`src/rtl/cache_fill_arbiter.sv`:
```
// Round-robin block-fill arbiter: NUM_CH caches share one pipelined memory read port.
// Optional critical-word-first ordering is enabled by defining CRITICAL_WORD_FIRST_EN.
module cache_fill_arbiter #(
    parameter int NUM_CH      = 2,
    parameter int DWIDTH      = 16,
    parameter int AWIDTH      = 16,
    parameter int BLOCK_WORDS = 8,
    parameter int WORD_BYTES  = 2
) (
    input  logic                     clk,
    input  logic                     rst,
    input  logic [NUM_CH-1:0]        miss_req,
    input  logic [NUM_CH*AWIDTH-1:0] miss_addr,
    input  logic [DWIDTH-1:0]        mem_data_in,
    input  logic                     mem_data_valid,
    output logic                     mem_rd_en,
    output logic [AWIDTH-1:0]        mem_addr,
    output logic [DWIDTH-1:0]        fill_data,
    output logic [AWIDTH-1:0]        fill_addr,
    output logic [NUM_CH-1:0]        fsm_data_wen,
    output logic [NUM_CH-1:0]        fsm_tag_wen,
    output logic [NUM_CH-1:0]        grant,
    output logic                     busy
);

    localparam int CH_W     = (NUM_CH > 1) ? $clog2(NUM_CH) : 1;
    localparam int WIDX     = $clog2(BLOCK_WORDS);
    localparam int CNT_W    = WIDX + 1;
    localparam int WB_SH    = $clog2(WORD_BYTES);
    localparam int OFF_BITS = $clog2(BLOCK_WORDS * WORD_BYTES);

    localparam logic [1:0] S_IDLE  = 2'd0;
    localparam logic [1:0] S_ISSUE = 2'd1;
    localparam logic [1:0] S_DRAIN = 2'd2;
    localparam logic [1:0] S_TAG   = 2'd3;

    localparam logic [CNT_W-1:0]  CNT_FULL  = CNT_W'(BLOCK_WORDS);
    localparam logic [CNT_W-1:0]  CNT_LAST  = CNT_W'(BLOCK_WORDS - 1);
    localparam logic [CH_W-1:0]   CH_LAST   = CH_W'(NUM_CH - 1);
    localparam logic [AWIDTH-1:0] BASE_MASK = {AWIDTH{1'b1}} << OFF_BITS;

    function automatic logic [AWIDTH-1:0] word_addr(input logic [AWIDTH-1:0] base,
                                                    input logic [WIDX-1:0]   off);
        return base + (AWIDTH'(off) << WB_SH);
    endfunction

    logic [1:0]        r_state;
    logic [CH_W-1:0]   r_ch;
    logic [CH_W-1:0]   r_rr_ptr;
    logic [AWIDTH-1:0] r_base;
    logic [WIDX-1:0]   r_start;
    logic [CNT_W-1:0]  r_issue_cnt;
    logic [CNT_W-1:0]  r_ret_cnt;

    logic [1:0]        w_next_state;
    logic              w_found;
    logic [CH_W-1:0]   w_sel_ch;
    logic [CH_W-1:0]   w_idx;
    logic [AWIDTH-1:0] w_req_addr;
    logic [NUM_CH-1:0] w_ch_oh;
    logic              w_fill_phase;
    logic              w_ret_ok;
    logic [CNT_W-1:0]  w_ret_next;
    logic [WIDX-1:0]   w_issue_off;
    logic [WIDX-1:0]   w_ret_off;

    // Round-robin search: first requesting channel at or above r_rr_ptr, wrapping.
    always_comb begin
        w_found  = 1'b0;
        w_sel_ch = {CH_W{1'b0}};
        w_idx    = {CH_W{1'b0}};
        for (int i = 0; i < NUM_CH; i++) begin
            w_idx = CH_W'((int'(r_rr_ptr) + i) % NUM_CH);
            if (!w_found && miss_req[w_idx]) begin
                w_found  = 1'b1;
                w_sel_ch = w_idx;
            end else begin
                w_found  = w_found;
            end
        end
    end

    assign w_req_addr   = miss_addr[w_sel_ch*AWIDTH +: AWIDTH];
    assign w_ch_oh      = NUM_CH'(1'b1) << r_ch;
    assign w_fill_phase = (r_state == S_ISSUE) || (r_state == S_DRAIN);
    assign w_ret_ok     = w_fill_phase && mem_data_valid && (r_ret_cnt < CNT_FULL);
    assign w_ret_next   = r_ret_cnt + CNT_W'(w_ret_ok);
    assign w_issue_off  = r_start + r_issue_cnt[WIDX-1:0];
    assign w_ret_off    = r_start + r_ret_cnt[WIDX-1:0];

    // Next-state decode; the tag cycle follows once every word is issued and returned.
    always_comb begin
        w_next_state = r_state;
        case (r_state)
            S_IDLE: begin
                if (w_found) w_next_state = S_ISSUE;
                else         w_next_state = S_IDLE;
            end
            S_ISSUE: begin
                if (r_issue_cnt == CNT_LAST) begin
                    if (w_ret_next == CNT_FULL) w_next_state = S_TAG;
                    else                        w_next_state = S_DRAIN;
                end else begin
                    w_next_state = S_ISSUE;
                end
            end
            S_DRAIN: begin
                if (w_ret_next == CNT_FULL) w_next_state = S_TAG;
                else                        w_next_state = S_DRAIN;
            end
            S_TAG:   w_next_state = S_IDLE;
            default: w_next_state = S_IDLE;
        endcase
    end

    // State, grant latch, counters and round-robin pointer.
    always_ff @(posedge clk or negedge rst) begin
        if (!rst) begin
            r_state     <= S_IDLE;
            r_ch        <= {CH_W{1'b0}};
            r_rr_ptr    <= {CH_W{1'b0}};
            r_base      <= {AWIDTH{1'b0}};
            r_start     <= {WIDX{1'b0}};
            r_issue_cnt <= {CNT_W{1'b0}};
            r_ret_cnt   <= {CNT_W{1'b0}};
        end else begin
            r_state <= w_next_state;
            case (r_state)
                S_IDLE: begin
                    if (w_found) begin
                        r_ch        <= w_sel_ch;
                        r_base      <= w_req_addr & BASE_MASK;
`ifdef CRITICAL_WORD_FIRST_EN
                        r_start     <= w_req_addr[WB_SH +: WIDX];
`else
                        r_start     <= {WIDX{1'b0}};
`endif
                        r_issue_cnt <= {CNT_W{1'b0}};
                        r_ret_cnt   <= {CNT_W{1'b0}};
                    end else begin
                        r_ch <= r_ch;
                    end
                end
                S_ISSUE: begin
                    r_issue_cnt <= r_issue_cnt + CNT_W'(1'b1);
                    r_ret_cnt   <= w_ret_next;
                end
                S_DRAIN: r_ret_cnt <= w_ret_next;
                S_TAG:   r_rr_ptr  <= (r_ch == CH_LAST) ? {CH_W{1'b0}} : r_ch + CH_W'(1'b1);
                default: r_ret_cnt <= r_ret_cnt;
            endcase
        end
    end

    assign busy         = (r_state != S_IDLE);
    assign grant        = busy ? w_ch_oh : {NUM_CH{1'b0}};
    assign mem_rd_en    = (r_state == S_ISSUE);
    assign mem_addr     = mem_rd_en ? word_addr(r_base, w_issue_off) : {AWIDTH{1'b0}};
    assign fill_data    = mem_data_in;
    assign fsm_data_wen = w_ret_ok ? w_ch_oh : {NUM_CH{1'b0}};
    assign fsm_tag_wen  = (r_state == S_TAG) ? w_ch_oh : {NUM_CH{1'b0}};

    // Fill address tracks the return being written, or the block base on the tag cycle.
    always_comb begin
        fill_addr = {AWIDTH{1'b0}};
        if (w_ret_ok) begin
            fill_addr = word_addr(r_base, w_ret_off);
        end else if (r_state == S_TAG) begin
            fill_addr = r_base;
        end else begin
            fill_addr = {AWIDTH{1'b0}};
        end
    end

endmodule

```
`config.mk`:
```
export PLATFORM = sky130hd
export DESIGN_NAME = cache_fill_arbiter
export DESIGN_NICKNAME = d
export VERILOG_FILES = /design/src/rtl/cache_fill_arbiter.sv
export SDC_FILE = /design/constraint.sdc
export NUM_CORES = 1
export LEC_CHECK = 0
export CORE_UTILIZATION = 34
export CTS_BUF_LIST = sky130_fd_sc_hd__clkbuf_8
export CTS_CLUSTER_SIZE = 16
export DETAILED_ROUTE_END_ITERATION = 16
export HOLD_SLACK_MARGIN = 0.03
export PLACE_DENSITY = 0.8
export SYNTH_ARGS = -nofsm -noshare
export SYNTH_HDL_FRONTEND = slang
export SYNTH_SLANG_ARGS = --single-unit
```
`constraint.sdc`:
```
create_clock -name clk -period 1.99 [get_ports clk]
set_input_delay 0.2985 -clock clk [delete_from_list [all_inputs] [get_ports clk]]
set_output_delay 0.2985 -clock clk [all_outputs]
set_load 0.02 [all_outputs]
```
After elaboration in Yosys (flattened, before gate mapping) --
Cells that the tools add are included.
Storage, ports and cells: flip-flop bits (word level) 24, output and inout bits 56, bits of input ports 53, logic and storage cells 58
Cells by class: reduce and logical (&&, ||, !) cells 13, equality and inequality tests 6, mux-type cells 22, add/sub/neg operators 6, shifts and indexed selects 2, $lt $le $gt $ge 3
Operator list (number):
- $mux W16 | 3
- $add A16 B4 Y16 | 2
- $shiftx A32 B6 Y16 | 1
- $pmux W4 S2 | 2
- $mux W1 | 11
- $mux W2 | 4
- $pmux W2 S4 | 1
- $reduce_and A2 Y1 | 3
- $reduce_bool A2 Y1 | 3
- $add A4 B1 Y4 | 1
- $add A4 B1 Y4 const B | 1
- $eq A2 B2 Y1 const B | 2
- $eq A4 B3 Y1 const B | 1
- $eq A4 B4 Y1 const B | 1
- $lt A1 B2 Y1 const B | 2
- $lt A4 B4 Y1 const B | 1
- $mux W4 | 1
- $logic_and A1 B1 Y1 | 3
- $add A1 B1 Y1 const B | 2
- $eq A2 B1 Y1 const B | 1
- $logic_not A2 Y1 | 1
- $ne A2 B2 Y1 const B | 1
- $reduce_or A2 Y1 | 1
- $shl A1 B1 Y2 const A | 1
- 2 further kinds | 2

Depth between registers and ports, before layout --
Gate-level depths: netlist (run 1).
depth in word-level cells 9, gate-level depth with buffers 9, mapped depth without buffers 8

Worst setup path after synthesis (run 1) --
OpenSTA, ideal clock, no wires.
path type reg-to-reg, start reg r_state[0], end reg r_ret_cnt[2], setup time 0.124 ns, path slack -0.205 ns, arrival 2.071 ns, stages on the path, launching flop included 9, required time 1.866 ns, path buffers 1, period minus slack after synthesis 2.195 ns, cells stage by stage dfrtp_1 > inv_1 > ha_1 > and3b_1 > clkbuf_1 > ha_1 > ha_1 > and4b_1 > a211o_1
On the way: word-level cells in the longest chain between the ends 6, elaborated cells on any way between the ends 12, those cells by class add/sub: 1; eq/ne: 3; mux: 1; reduce/logical: 7
Ends and longest elaborated chain:
- start, declared | RTL line 47 | logic [1:0] r_state;
- start signal, assigned | RTL line 127 | r_state <= w_next_state;
- $eq A2 B1 Y1 / $eq A2 B2 Y1 (equally long branches) | RTL line 85, 128
- $logic_or A1 B1 Y1 | RTL line 85 | assign w_fill_phase = (r_state == S_ISSUE) || (r_state == S_DRAIN);
- $logic_and A1 B1 Y1 (2 in a row) | RTL line 86 | assign w_ret_ok = w_fill_phase && mem_data_valid && (r_ret_cnt < CNT_FULL);
- $add A4 B1 Y4 | RTL line 87 | assign w_ret_next = r_ret_cnt + CNT_W'(w_ret_ok);
- $pmux W4 S2 | RTL line 128 | case (r_state)
- end signal, assigned | RTL line 125 | r_ret_cnt <= {CNT_W{1'b0}};
- end signal, assigned | RTL line 139 | r_ret_cnt <= {CNT_W{1'b0}};
- end signal, assigned | RTL line 146 | r_ret_cnt <= w_ret_next;
- end, declared | RTL line 53 | logic [CNT_W-1:0] r_ret_cnt;
Several ways; a longest one is shown, not always the timed one. A chain may end at the register's enable or synchronous reset.

Final worst setup path (run 1) --
start reg r_state[0], end out fill_addr[7]
On the way: word-level cells in the longest chain between the ends 5, elaborated cells on any way between the ends 8, those cells by class eq/ne: 3; mux: 2; reduce/logical: 3
Ends and longest elaborated chain:
- $eq A2 B1 Y1 / $eq A2 B2 Y1 (equally long branches) | RTL line 85
- $logic_or A1 B1 Y1 | RTL line 85
- $logic_and A1 B1 Y1 (2 in a row) | RTL line 86
- $mux W16 * | RTL line 166 | if (w_ret_ok) begin
- end, declared | RTL line 19 | output logic [AWIDTH-1:0] fill_addr,
Mark *: on every way between the ends. The rest lies on a longest branch, timed or not.

==> results of run 1 <==
==> per-stage QoR <==
step	setup TNS (ns)	util, %	cell area [um2]	hold WS [ns]
global placement	-7.354	50.17	2370	0.4626
finish	0	51.18	2417	0.3892
global route	-0.2509	51.18	2417	0.4289
CTS	-0.2400	50.62	2391	0.4054
floorplan	-0.04686	-	1689	0.002909
detailed placement	-7.703	50.17	2370	0.4899
==> cell usage after synthesis, types with 2 or more instances <==
master	number
dfrtp_1	24
and2_1	18
buf_4	18
nor2_1	16
o21ai_0	15
nor2b_1	14
a31oi_1	13
nand3b_1	13
clkbuf_1	10
ha_1	7
nand2_1	7
inv_1	6
nand3_1	6
a32o_1	2
and3b_1	2
nand4b_1	2
o211ai_1	2
==> power by group through the flow <==
stage / Sequential [W] / Clock [W] / Combinational, W
after CTS: 0.000897 / 0.000288 / 0.00230
after detailed placement: 0.000900 / 0 / 0.00240
after global routing: 0.000938 / 0.000307 / 0.00257
final: 0.000903 / 0.000285 / 0.00237
after global placement: 0.000888 / 0 / 0.00235
after floorplan: 0.000836 / 0 / 0.00143
==> registers in the layout, summed over array words and instances, names as in the netlist, named ones only <==
| register | count |
|---|---|
| r_rr_ptr | 1 |
| r_base | 12 |
| r_ret_cnt | 4 |
| r_issue_cnt | 4 |
| r_ch | 1 |
| r_state | 1 |
==> cell families (layout without fill, tap and decap cells) <==
| logic type | after synthesis | in the layout | share of synthesized area, % |
|---|---|---|---|
| simple gates | 83 | 83 | 29.39 |
| compound gates | 40 | 40 | 15.15 |
| buf+inv | 36 | 93 | 12.74 |
| flops | 24 | 24 | 36.17 |
| fa+ha+maj | 7 | 7 | 5.275 |
| xor+xnor | 2 | 2 | 1.055 |
| other cells | 1 | 2 | 0.2259 |
==> repair_timing <==
item | in CTS | in global routing
pin swaps | 5 | 4
endpoints found under the setup margin | 36 | 37
cloned | 0 | 0
resized for setup | 112 | 48
buffers inserted | 3 | 1
==> critical path, cell delays in order, from the launching register on <==
cell,delay (ns)
dfrtp_1,0.40
inv_2,0.09
ha_4,0.21
and3b_2,0.23
nor2_4,0.13
buf_12,0.15
nor2b_1,0.06
buf_4,0.15
==> layout make-up <==
cell class	instances	area, um2	area share, %
sequential	24	600.6	24.84
timing repair buffer	84	719.4	29.76
tap	67	83.83	3.468
clock buffer	3	41.29	1.708
inverter	6	22.52	0.9317
multi-input combinational	134	949.7	39.29
==> routing by layer <==
metal | vias to the layer above | part of all wire (%) | GRT usage [%] | routed length, um
met2 | 60 | 52 | 31.55 | 2363
met5 | - | 0 | 0 | 0
met4 | 0 | 1.4 | 7.843 | 65
met1 | 730 | 42 | 22.33 | 1908
met3 | 12 | 4.9 | 3.516 | 225
li1 | 756 | - | - | -
==> worst max-delay path by stage <==
stage | start | end | slack (ns)
6_report | r_state[0] | fill_addr[7] | 0.008
5_1_grt | flop | fill_addr[5] | -0.04
4_1_cts | flop | fill_addr[8] | -0.07
3_5_place_dp | mem_data_valid | fill_addr[12] | -0.61
3_3_place_gp | mem_data_valid | fill_addr[9] | -0.58
2_1_floorplan | r_state[0] | fill_addr[10] | -0.004
==> metrics.txt, run 1 <==
outcome finished, violations left; failing checks DRC; Vias/cell 4.899; yosys warns 0; initial antenna violation count 0; n_diodes 0; root buffer cell clkbuf_8; Synth Cell Area between 1500 and 2000 um2; worst slew pin tran slightly below 0.6 ns; commonest non-fill, non-tap cell in the layout clkdlybuf4s50_1; die height 71.88 um; Synth cell types 35; RR Endpoint r_state[0]; antenna-violating nets left 0; RR Startpoint r_state[0]; Routability Congestion 0.8518; area leader, netlist dfrtp_1; number of synthesized flops with an enable pin 0; Hold Buf Count CTS 0; post-synthesis instance total just under 200; clk slew on worst S/H paths 0.08 ns; CP startpoint kind flop; Async S/R FF share, synth 100.0%; 1st-pass router iterations 11; post-layout min period 1.982 ns; H-tree Lvls 1; Final nets 313; Int Pwr 0.001936 W; PwrDens 1473 nW/um2; Die ar. about 5200 um2; maximum clock rate 504.5 MHz; CTS buffer count 3; Syn Area/Cell 8.603 um2; FF-to-FF setup slack approximately 0.08 ns; FILL cells 475; DRC violations left 1; Total Power 0.003560 W; slack of the critical path 0.007894 ns; CTS tree built; core box area 4723 um2; Main synth FF type dfrtp_1; final hold violations 0; CP Data Arrival Time 1.68 ns; vias in the first global route 1547; Die Wd between 70 and 80 um; first-pass GRT wire length between 7000 and 8000 um; crit share post-route around 100%; clk_lat worst skew 0.26 ns; most frequent cells in the layout 30 x clkdlybuf4s50_1, 24 x dfrtp_1, 18 x buf_4; Setup WS pre-CTS -0.6057 ns; Initial Util between 30% and 40%; Worst EP required 1.69 ns; cell count after placement 312; Post-DP HPWL 3270 um; via count between 1500 and 2000; all-layer global routing usage between 10% and 20%; clock power share approximately 8%; grt total ovfl 0; RSZ-0062 raised after global routing true; Lkg Pwr 1.087 nW; # IOs 109; Synth Register Bits 24; Rows 25; sequential power share between 20% and 30%; # port buffers 66; r2r worst-path depth 9; min-delay worst type in -> async; Post-Route WL about 4600 um; Starting DRT DRC Count between 50 and 60; Setup CP Type reg -> out; Area Growth Syn to Fin 45.59%; clk sinks 24; largest net degree at the start of global routing 26; Synth top area share 36.17%; wire per inst 14.35 um; Max Root-Sink Buffers 2; sequential-to-total area share from yosys stat between 30% and 40%; CP Capture Type output pin; VDD IR max 0.5755 mV; Gate power share 66.6%; sw power 0.001624 W; Worst Skew 0.004150 ns; Max Cap Violations 0; share of post-route cells with drive strength above 1 ~28%; fin cells 318; synth top area cells dfrtp_1 36%, buf_4 8.1%, and2_1 6.8%, nand3b_1 5.9%, ha_1 5.3%; slew margin rel. between 50% and 60%; Final setup violation count 0; Sw Ratio 45.62%; Slew Viols, Final 0; crit-path max FO 12
No activity file was read; power rests on OpenSTA's default activity.
==> run 2: changes to the inputs <==
--- a/config.mk
+++ b/config.mk
@@ -10,7 +10,8 @@
 export CTS_CLUSTER_SIZE = 16
 export DETAILED_ROUTE_END_ITERATION = 16
 export HOLD_SLACK_MARGIN = 0.03
-export PLACE_DENSITY = 0.8
+export PLACE_DENSITY = 0.81
+export SLEW_MARGIN = 5
 export SYNTH_ARGS = -nofsm -noshare
 export SYNTH_HDL_FRONTEND = slang
 export SYNTH_SLANG_ARGS = --single-unit
==> constraint.sdc (replaced) <==
create_clock -name clk -period 1.99 [get_ports clk]
set_input_delay 0.398 -clock clk [delete_from_list [all_inputs] [get_ports clk]]
set_output_delay 0.398 -clock clk [all_outputs]
set_load 0.02 [all_outputs]
==> run 2 against run 1 <==
- the flow finishes with violations (setup timing)
- fmax fell by 3.2%
- non-clock buffer count rose by 3
- critical path depth did not move
- combinational power barely moved
- worst hold slack improved by 0.10 ns
- global-route usage fell by 0.78 points
==> metrics.txt, run 2 (synthesis results as in run 1) <==
Initial Util between 30% and 40%; all-layer global routing usage 17.54%; CP startpoint kind flop; RSZ-0062 raised after global routing true; cell count after placement approximately 320; CP Data Arrival Time 1.65 ns; Worst EP required 1.59 ns; die height about 70 um; worst slew pin tran 0.5333 ns; slack of the critical path -0.05847 ns; crit share post-route 102.9%; Lkg Pwr 1.114 nW; first-pass GRT wire length ~7000 um; min-delay worst type in -> async; largest net degree at the start of global routing 26; Max Cap Violations 0; most frequent cells in the layout 28 x clkdlybuf4s50_1, 27 x buf_4, 24 x dfrtp_1; Largest register FFs 12; slew margin rel. 64.07%; final hold violations 0; failing checks setup timing; Final nets approximately 320; Post-Route WL around 4400 um; Slew Viols, Final 0; Area Growth Syn to Fin 47.85%; RR Startpoint r_state[0]; Critical Path Source r_state[0]; root buffer cell clkbuf_8; commonest non-fill, non-tap cell in the layout clkdlybuf4s50_1; Post-DP HPWL 3195 um; clk_lat worst skew 0.27 ns; Vias/cell roughly 5; Die ar. 5167 um2; Worst Skew 0.01160 ns; post-layout min period between 2 and 2.5 ns; Top Registers r_base (12), r_issue_cnt (4), r_ret_cnt (4); wire per inst 13.57 um; grt total ovfl 0; CTS tree built; Routability Congestion between 0.8 and 0.9; Setup CP Type reg -> out; outcome finished, violations left; # IOs around 110; maximum clock rate 488.2 MHz; core box area 4723 um2; CTS buffer count 3; Rows 25; Final setup violation count 14; initial antenna violation count 0; CP Capture Type output pin; Die Wd a little over 70 um; H-tree Lvls 1; share of post-route cells with drive strength above 1 29.80%; via count about 1600; clk sinks 24; antenna-violating nets left 0; fin cells 322; crit-path max FO 12; hold_ws 0.4910 ns; FILL cells between 400 and 500; # port buffers between 60 and 70; Starting DRT DRC Count 91; PwrDens between 1000 and 1500 nW/um2; clk slew on worst S/H paths roughly 0.09 ns; Most flops, register r_base; 1st-pass router iterations 4; vias in the first global route 1445; DRC violations left 0; VDD IR max approximately 0.6 mV; n_diodes 0; Max Root-Sink Buffers 2
## run 2: cell count changes in the layout (fill, tap and decap cells not counted), moves of 2 or more
| cell | previous run | this run |
|---|---|---|
| and2_1 | 17 | 15 |
| and2_4 | 1 | 3 |
| buf_2 | 7 | 16 |
| buf_4 | 18 | 27 |
| clkbuf_2 | 15 | 1 |
| clkdlybuf4s50_1 | 30 | 28 |
| dlygate4sd2_1 | 1 | 3 |
| nor2b_2 | 1 | 3 |
| nor2b_4 | 3 | 0 |
## run 2: power breakdown
| group | total (W) | internal (W) | switching (W) |
|---|---|---|---|
| sequential | 0.000889 | 0.000702 | 0.000187 |
| clock | 0.000431 | 0.000269 | 0.000162 |
| combinational | 0.00234 | 0.00111 | 0.00124 |
## run 2: per-stage QoR
step	util, %	power (W)	cell area (um2)	worst slack, ns	setup TNS, ns
after floorplan	-	0.002244	1679	-0.07322	-0.8037
after global placement	50.75	0.003251	2397	-0.7459	-11.84
after detailed placement	50.75	0.003319	2397	-0.8012	-13.10
after CTS	52.77	0.003705	2492	-0.1249	-1.451
after global routing	51.97	0.003924	2455	-0.1415	-2.063
final	51.97	0.003661	2455	-0.05847	-0.5649
## run 2: critical path: stages (launching register included)
cell,delay [ns]
dfrtp_1,0.40
inv_2,0.08
ha_4,0.20
and3b_2,0.22
nor2_4,0.13
buf_12,0.14
nor2b_1,0.05
buf_4,0.15
## run 2: metal layers
metal / GRT usage, % / vias to the layer above / wire, um
li1: - / 765 / -
met3: 3.938 / 11 / 254
met1: 22.50 / 744 / 1951
met4: 6.754 / 0 / 80
met5: 0 / - / 0
met2: 28.83 / 55 / 2084
## run 2: worst paths after layout
kind                             endpoint  slack, ns  cells past startpoint
setup / recovery            fill_addr[14]      -0.06                      7
hold / removal             r_issue_cnt[2]       0.49                      2
setup reg to reg             r_ret_cnt[2]          0                      9
hold reg to reg                  r_rr_ptr       0.50                      1
max in group asynchronous            r_ch       1.25                      2
min in group clk                 r_rr_ptr       0.50                      1
## run 2: final cells by class
cell class | count | area, um2 | share of cell area [%]
Multi-Input combinational cell | 134 | 928.4 | 37.82
Clock buffer | 3 | 41.29 | 1.682
Timing Repair Buffer | 87 | 748.2 | 30.48
Tap cell | 67 | 83.83 | 3.415
Clock inverter | 1 | 30.03 | 1.223
Inverter | 6 | 22.52 | 0.9174
Sequential cell | 24 | 600.6 | 24.46
## run 2: repair_timing
item,in CTS,in global routing
pin swaps,7,3
gates resized for setup,152,33
setup buffers,2,0
hold buffers,0,0
endpoints found under the setup margin,40,35
